$ cat src/rtl/window_scan_ctrl.sv
`default_nettype none
// ============================================================================
// window_scan_ctrl : raster sequencer for the 3x3 image/gauss window buffer.
// Optional macro WINDOW_SCAN_STATS_EN adds frame_cnt / drop_cnt outputs.
// Revision: 1.0
// ============================================================================
module window_scan_ctrl #(
   parameter int IMG_W      = 640,
   parameter int IMG_H      = 480,
   parameter int CLR_CYCLES = 2,
   parameter int CW         = 10
) (
   input  logic          clk,
   input  logic          rst_n,
   input  logic          frame_start,
   input  logic          pix_valid,
   output logic          buf_clken,
   output logic          buf_aclr,
   output logic          win_valid,
   output logic [CW-1:0] win_col,
   output logic [CW-1:0] win_row,
   output logic          frame_done,
   output logic          frame_abort,
   output logic          err_overrun,
`ifdef WINDOW_SCAN_STATS_EN
   output logic [15:0]   frame_cnt,
   output logic [15:0]   drop_cnt,
`endif
   output logic          busy
);

   typedef enum logic [1:0] {
      IDLE   = 2'd0,
      CLEAR  = 2'd1,
      ACTIVE = 2'd2,
      DONE   = 2'd3
   } state_t;

   localparam int             CLR_W    = (CLR_CYCLES > 1) ? $clog2(CLR_CYCLES) : 1;
   localparam logic [CLR_W-1:0] CLR_LAST = CLR_W'(CLR_CYCLES - 1);
   localparam logic [CW-1:0]  COL_LAST = CW'(IMG_W - 1);
   localparam logic [CW-1:0]  ROW_LAST = CW'(IMG_H - 1);
   localparam logic [CW-1:0]  WIN_MIN  = CW'(2);

   state_t           state_q, state_d;
   logic [CW-1:0]    col_q, col_d;
   logic [CW-1:0]    row_q, row_d;
   logic [CLR_W-1:0] clr_cnt_q, clr_cnt_d;
   logic             buf_aclr_q, buf_aclr_d;
   logic             win_valid_q, win_valid_d;
   logic [CW-1:0]    win_col_q, win_col_d;
   logic [CW-1:0]    win_row_q, win_row_d;
   logic             frame_done_q, frame_done_d;
   logic             frame_abort_q, frame_abort_d;
   logic             err_overrun_q, err_overrun_d;
   logic             pix_drop;

   // frame_start outranks a coincident pixel, so it gates the shift enable too
   assign buf_clken = pix_valid && !frame_start && (state_q == ACTIVE);

   always_comb begin
      state_d       = state_q;
      col_d         = col_q;
      row_d         = row_q;
      clr_cnt_d     = clr_cnt_q;
      buf_aclr_d    = 1'b0;
      win_valid_d   = 1'b0;
      win_col_d     = win_col_q;
      win_row_d     = win_row_q;
      frame_done_d  = 1'b0;
      frame_abort_d = 1'b0;
      err_overrun_d = err_overrun_q;
      pix_drop      = 1'b0;

      if (frame_start) begin
         state_d       = CLEAR;
         col_d         = '0;
         row_d         = '0;
         clr_cnt_d     = '0;
         buf_aclr_d    = 1'b1;
         err_overrun_d = 1'b0;
         frame_abort_d = (state_q == ACTIVE);
      end else begin
         case (state_q)
            CLEAR: begin
               if (clr_cnt_q == CLR_LAST) begin
                  state_d = ACTIVE;
               end else begin
                  clr_cnt_d  = clr_cnt_q + 1'b1;
                  buf_aclr_d = 1'b1;
               end
               if (pix_valid) begin
                  err_overrun_d = 1'b1;
                  pix_drop      = 1'b1;
               end
            end
            ACTIVE: begin
               if (pix_valid) begin
                  // window centre trails the newest pixel by one row and column
                  if ((col_q >= WIN_MIN) && (row_q >= WIN_MIN)) begin
                     win_valid_d = 1'b1;
                     win_col_d   = col_q - 1'b1;
                     win_row_d   = row_q - 1'b1;
                  end
                  if (col_q == COL_LAST) begin
                     col_d = '0;
                     if (row_q == ROW_LAST) begin
                        state_d      = DONE;
                        frame_done_d = 1'b1;
                     end else begin
                        row_d = row_q + 1'b1;
                     end
                  end else begin
                     col_d = col_q + 1'b1;
                  end
               end
            end
            default: begin
               if (pix_valid) begin
                  err_overrun_d = 1'b1;
                  pix_drop      = 1'b1;
               end
            end
         endcase
      end
   end

   always_ff @(posedge clk or negedge rst_n) begin
      if (!rst_n) begin
         state_q       <= IDLE;
         col_q         <= '0;
         row_q         <= '0;
         clr_cnt_q     <= '0;
         buf_aclr_q    <= 1'b0;
         win_valid_q   <= 1'b0;
         win_col_q     <= '0;
         win_row_q     <= '0;
         frame_done_q  <= 1'b0;
         frame_abort_q <= 1'b0;
         err_overrun_q <= 1'b0;
      end else begin
         state_q       <= state_d;
         col_q         <= col_d;
         row_q         <= row_d;
         clr_cnt_q     <= clr_cnt_d;
         buf_aclr_q    <= buf_aclr_d;
         win_valid_q   <= win_valid_d;
         win_col_q     <= win_col_d;
         win_row_q     <= win_row_d;
         frame_done_q  <= frame_done_d;
         frame_abort_q <= frame_abort_d;
         err_overrun_q <= err_overrun_d;
      end
   end

   assign buf_aclr    = buf_aclr_q;
   assign win_valid   = win_valid_q;
   assign win_col     = win_col_q;
   assign win_row     = win_row_q;
   assign frame_done  = frame_done_q;
   assign frame_abort = frame_abort_q;
   assign err_overrun = err_overrun_q;
   assign busy        = (state_q == CLEAR) || (state_q == ACTIVE);

`ifdef WINDOW_SCAN_STATS_EN
   logic [15:0] frame_cnt_q, frame_cnt_d;
   logic [15:0] drop_cnt_q, drop_cnt_d;

   always_comb begin
      frame_cnt_d = frame_cnt_q + {15'd0, frame_done_d};
      drop_cnt_d  = drop_cnt_q;
      if (frame_start) begin
         drop_cnt_d = '0;
      end else if (pix_drop && (drop_cnt_q != 16'hFFFF)) begin
         drop_cnt_d = drop_cnt_q + 16'd1;
      end
   end

   always_ff @(posedge clk or negedge rst_n) begin
      if (!rst_n) begin
         frame_cnt_q <= '0;
         drop_cnt_q  <= '0;
      end else begin
         frame_cnt_q <= frame_cnt_d;
         drop_cnt_q  <= drop_cnt_d;
      end
   end

   assign frame_cnt = frame_cnt_q;
   assign drop_cnt  = drop_cnt_q;
`endif

endmodule
`default_nettype wire

$ cat config.mk
export PLATFORM = sky130hd
export DESIGN_NAME = window_scan_ctrl
export DESIGN_NICKNAME = d
export VERILOG_FILES = /design/src/rtl/window_scan_ctrl.sv
export SDC_FILE = /design/constraint.sdc
export NUM_CORES = 1
export LEC_CHECK = 0
export ABC_AREA = 1
export BUFFER_PORTS_ARGS = -buffer_cell sky130_fd_sc_hd__buf_2
export CORE_UTILIZATION = 45
export CTS_CLUSTER_DIAMETER = 150
export DETAILED_ROUTE_END_ITERATION = 10
export SLEW_MARGIN = 20
export SYNTH_ARGS = -nofsm -noshare
export SYNTH_HDL_FRONTEND = slang
export SYNTH_SLANG_ARGS = --single-unit
$ cat constraint.sdc
create_clock -name clk -period 3 [get_ports clk]
set_input_delay 0.45 -clock clk [delete_from_list [all_inputs] [get_ports clk]]
set_output_delay 0.45 -clock clk [all_outputs]
set_load 0.02 [all_outputs]
==> results.txt <==
----------------------------------------------------
[Critical path]
  Critical Path AT ... 1.45 ns
  Required time at the worst-slack endpoint ... about 2.6 ns
  R2r worst-path depth ... 8
  Type of element launching the critical path ... register
  Max FO, Critical Path ... 6
  Endpoint kind of the worst setup timing path ... primary output
  Capture instance of the worst register-to-register path ... win_col[6]$_DFFE_PN0P_
  Startpoint of the most critical register-to-register path ... row_q[0]$_DFFE_PN0P_
  Slowest stage cell on the critical path ... sky130_fd_sc_hd__dfrtp_1
  Type of the setup path with the least slack ... register to primary output
  Critical path, cell by cell ... inv_1 -> ha_1 -> nand2_2 -> nor2_4 -> buf_2
  Worst path max stage delay ... 0.40 ns
  R2R Setup Slk ... 1.10 ns

[Yosys]
  Number of flip-flops and latches in the synthesized netlist ... 48
  Synthesis warning total ... 0
  Parity-gate share of the synthesized area counting xor and xnor cells ... 7.16%
  Fraction of the yosys area taken by sequential cells ... 42.7%
  Main area contributors after synthesis ... sky130_fd_sc_hd__dfrtp_1 (43%), sky130_fd_sc_hd__nand2_1 (14%), sky130_fd_sc_hd__xor2_1 (6.2%)
  Simple-gate area share of the yosys netlist ... 28.4%
  Combinational family with the most area after synthesis ... simple AND/OR/NAND/NOR gates
  Netlist Area Pre-Place ... 2810 µm²
  Post-Syn Area per Cell ... 8.01 µm²
  Leading area contributor after synthesis ... sky130_fd_sc_hd__dfrtp_1
  Adder-Cell Fraction of Synth Area ... under 10%
  Post-Synthesis Cells ... around 350
  Share of synthesized area spent on multiplexers ... 0%
  Complex-gate fraction of the synthesized area ... 9.96%
  Yosys cell types ... 33
  Post-synth top area share ... 42.7%
  Synth Net Count ... 363

[Pwr]
  Cell area power density ... 636 nW/µm²
  Max rail drop VDD ... 0.397 mV
  Int Pwr ... 1230 µW
  Part of the power in registers ... 41.9%
  Sw Pwr ... around 730 µW
  P_leak ... ~0.0016 µW
  Logic gate share of total power ... 34.6%
  Relative contribution of the clock network to total power ... 23.6%
  Proportion of total power due to net switching ... between 30% and 40%

[Cells and area]
  Area used by sequential logic in the layout ... roughly 1200 µm²
  Final standard cell count with taps included and fillers excluded ... about 450
  Final design instance area without fill ... between 3000 and 4000 µm²
  Final antenna diode count ... 0
  Share of final-layout standard cells stronger than drive strength 1 ... roughly 21%
  Final core utilization ... 51.6%
  Area taken by multi-input logic gates ... 1380 µm²
  Filler Cells Inserted ... ~580
  Area growth, synth to finish ... 9.92%
  Final nets ... between 300 and 400

[Clock network]
  Clock buffer count from CTS ... 5
  Clk slew on worst S/H paths ... 0.09 ns
  TritonCTS clock tree ... yes
  Clock latency of the later-clocked register in the worst-skew pair ... 0.30 ns
  Number of buffers inserted to repair setup after CTS ... 0
  H-tree depth ... 2
  Root buffer cell ... sky130_fd_sc_hd__clkbuf_8
  Number of hold-repair buffers added at the cts stage ... 0
  Clock Tree Buf Depth ... 2
  # resized after CTS ... 0
  Clock net sink count ... 48

[STA]
  Final-report setup violation count ... 0
  Achievable frequency ... 0.526 GHz
  Post-route clock skew ... 0.00362 ns
  Post-route clock period utilization ... 63.4%
  Total negative slack ... 0 ns
  Worst-margin pin slew ... 0.611 ns
  Final-report hold violation count ... 0
  Min Clock Period, post-route ... 1.90 ns
  Final Max Tran Viols ... 0
  Unrepaired setup endpoints after global routing ... false
  Worst hold slack ... 0.151 ns
  Worst-case headroom to the max-slew limit ... 59.3%

[Global routing]
  Initial antenna violation count ... 0
  Vias in the first global route ... 1941
  Global-route wire length before repair ... approximately 9.4 mm
  Pin count of the biggest net entering global routing ... 49
  Global Route met3 Usage ... 3.82%
  Total global routing track utilization ... 18.7%
  M2 GR Usage ... between 20 and 30%
  GR Overflow Total ... 0
  Most Used Layer, Global Route ... met1
  Met1 global-route usage ... 27.8%

[Die]
  Ports placed on the boundary ... 31
  Core footprint ... 5990 µm²
  Die width ... 81.1 µm
  Initial core utilization ... a little under half
  Die boundary height ... roughly 80 µm
  Site row count ... 28
  Full die area ... 6570 µm²

[Detailed routing]
  Post-DR wirelength/cell ... roughly 12 µm
  Initial DRT Pass Iterations ... 4
  Number of DRC markers after the initial detailed-route iteration ... 143
  Antenna-violating nets left ... 0
  Routed wire length ... 5.54 mm
  Vias per inst ... around 4.8
  DRC ... 0
  Total number of vias ... roughly 2200

[Placed design]
  Routability-driven placement congestion ratio ... 0.849
  Number of I/O port buffers ... 30
  Detailed-placement wirelength estimate ... 4.06 mm
  Total instance count after detailed placement ... between 400 and 500
  Total cell area at the placement stage ... 2980 µm²

[Status]
  Result of the run ... completed

[Hold path]
  Worst hold path class ... input port to async pin

[Run]
  # Max-Cap Violations ... 0

----------------------------------------------------
==> through the flow <==
| step | worst slack (ns) | total power [µW] |
|---|---|---|
| 5_1_grt | 0.906 | 2130 |
| 3_3_place_gp | 1.06 | 1520 |
| 4_1_cts | 1.07 | 2000 |
| 6_report | 1.10 | 1970 |
| 2_1_floorplan | 1.36 | 1340 |
| 3_5_place_dp | 1.07 | 1520 |
==> synth_stat cells <==
cell,n
sky130_fd_sc_hd__ha_1,8
sky130_fd_sc_hd__nand4_1,7
sky130_fd_sc_hd__nor4_1,1
sky130_fd_sc_hd__o21a_1,1
sky130_fd_sc_hd__nor2_2,3
sky130_fd_sc_hd__o21ai_0,10
sky130_fd_sc_hd__xor2_1,20
sky130_fd_sc_hd__nand2_4,1
sky130_fd_sc_hd__nand3_2,1
sky130_fd_sc_hd__inv_4,1
sky130_fd_sc_hd__clkinv_1,1
sky130_fd_sc_hd__clkbuf_1,1
sky130_fd_sc_hd__buf_6,4
sky130_fd_sc_hd__nor2_4,1
sky130_fd_sc_hd__o22ai_1,4
sky130_fd_sc_hd__inv_2,7
sky130_fd_sc_hd__nor3_2,2
sky130_fd_sc_hd__o31ai_1,1
sky130_fd_sc_hd__nor2_1,33
sky130_fd_sc_hd__dfrtp_1,48
sky130_fd_sc_hd__o21ai_1,5
sky130_fd_sc_hd__nand3_4,1
sky130_fd_sc_hd__o21ai_2,18
sky130_fd_sc_hd__xnor2_1,3
sky130_fd_sc_hd__clkbuf_2,1
sky130_fd_sc_hd__nand3b_1,1
sky130_fd_sc_hd__buf_2,5
sky130_fd_sc_hd__nor3_1,2
sky130_fd_sc_hd__nand3_1,20
sky130_fd_sc_hd__o211ai_1,1
sky130_fd_sc_hd__nand2_2,5
sky130_fd_sc_hd__nand2_1,103
sky130_fd_sc_hd__inv_1,31
==> critical path: cells and delay by family, from the launching register on <==
kind | cells | cell delay (ns)
adders and majority gates | 1 | 0.26
buffers and inverters | 2 | 0.24
DFF | 1 | 0.40
and+or+nand+nor | 2 | 0.25
==> worst max-delay path by stage <==
stage                                      start                endpoint  cells past startpoint
after floorplan           state_q[0]$_DFFE_PN0P_  win_col[2]$_DFFE_PN0P_                     10
after global placement               frame_start  win_row[5]$_DFFE_PN0P_                     10
after detailed placement             frame_start  win_col[6]$_DFFE_PN0P_                     10
after CTS                 state_q[0]$_DFFE_PN0P_               buf_clken                      5
after global routing        row_q[0]$_DFFE_PN0P_  win_col[3]$_DFFE_PN0P_                      8
final                     state_q[0]$_DFFE_PN0P_               buf_clken                      5
==> sequential cells by signal, indices dropped and copies added, names as in the netlist <==
register / count
win_valid: 1
win_row: 10
state_q: 2
win_col: 10
buf_aclr: 1
frame_abort: 1
col_q: 10
err_overrun: 1
frame_done: 1
clr_cnt_q: 1
row_q: 10
==> cell usage in the layout, fill, tap and decap left out <==
| master | instances |
|---|---|
| sky130_fd_sc_hd__xnor2_1 | 3 |
| sky130_fd_sc_hd__buf_2 | 29 |
| sky130_fd_sc_hd__o211ai_1 | 1 |
| sky130_fd_sc_hd__ha_1 | 8 |
| sky130_fd_sc_hd__nand3_1 | 20 |
| sky130_fd_sc_hd__nor2_2 | 3 |
| sky130_fd_sc_hd__inv_2 | 7 |
| sky130_fd_sc_hd__o22ai_1 | 4 |
| sky130_fd_sc_hd__nand3_4 | 1 |
| sky130_fd_sc_hd__nor2_4 | 1 |
| sky130_fd_sc_hd__nand2_1 | 103 |
| sky130_fd_sc_hd__o21ai_0 | 10 |
| sky130_fd_sc_hd__nor2_1 | 33 |
| sky130_fd_sc_hd__nand2_4 | 1 |
| sky130_fd_sc_hd__clkbuf_8 | 5 |
| sky130_fd_sc_hd__inv_4 | 1 |
| sky130_fd_sc_hd__inv_1 | 31 |
| sky130_fd_sc_hd__nor4_1 | 1 |
| sky130_fd_sc_hd__o21a_1 | 1 |
| sky130_fd_sc_hd__o31ai_1 | 1 |
| sky130_fd_sc_hd__clkinvlp_4 | 1 |
| sky130_fd_sc_hd__nor3_2 | 2 |
| sky130_fd_sc_hd__nor3_1 | 2 |
| sky130_fd_sc_hd__dfrtp_1 | 48 |
| sky130_fd_sc_hd__xor2_1 | 20 |
| sky130_fd_sc_hd__buf_4 | 1 |
| sky130_fd_sc_hd__nand3_2 | 1 |
| sky130_fd_sc_hd__bufinv_16 | 1 |
| sky130_fd_sc_hd__clkinv_2 | 1 |
| sky130_fd_sc_hd__nand4_1 | 7 |
| sky130_fd_sc_hd__clkinv_1 | 1 |
| sky130_fd_sc_hd__nand2_2 | 5 |
| sky130_fd_sc_hd__o21ai_2 | 18 |
| sky130_fd_sc_hd__nand3b_1 | 1 |
| sky130_fd_sc_hd__o21ai_1 | 5 |
==> cell families after synthesis <==
logic type / count (synthesis)
and+or+nand+nor: 181
buffers and inverters: 51
adders and majority gates: 8
xor gates and xnor gates: 23
AOI/OAI and AO/OA: 40
DFF: 48
==> area by class of cell <==
type,count,share of cell area [%]
Sequential cell,48,38.9
Clock buffer,5,2.23
Multi-Input combinational cell,252,44.6
Tap cell,75,3.04
Inverter,40,4.94
Timing Repair Buffer,30,4.94
Clock inverter,3,1.38
==> routing by layer <==
layer,wire length [µm],vias to the layer above
met5,0,-
met2,2350,61
met3,301,2
met1,2860,958
met4,33,0
li1,-,1159
==> power groups by stage <==
stage / logic, µW / registers (µW) / clock network, µW
final: 679 / 823 / 463
after global routing: 776 / 838 / 511
after CTS: 689 / 825 / 490
after detailed placement: 687 / 837 / 0
after global placement: 688 / 835 / 0
after floorplan: 443 / 901 / 0
(Power assumes the default switching activity.)
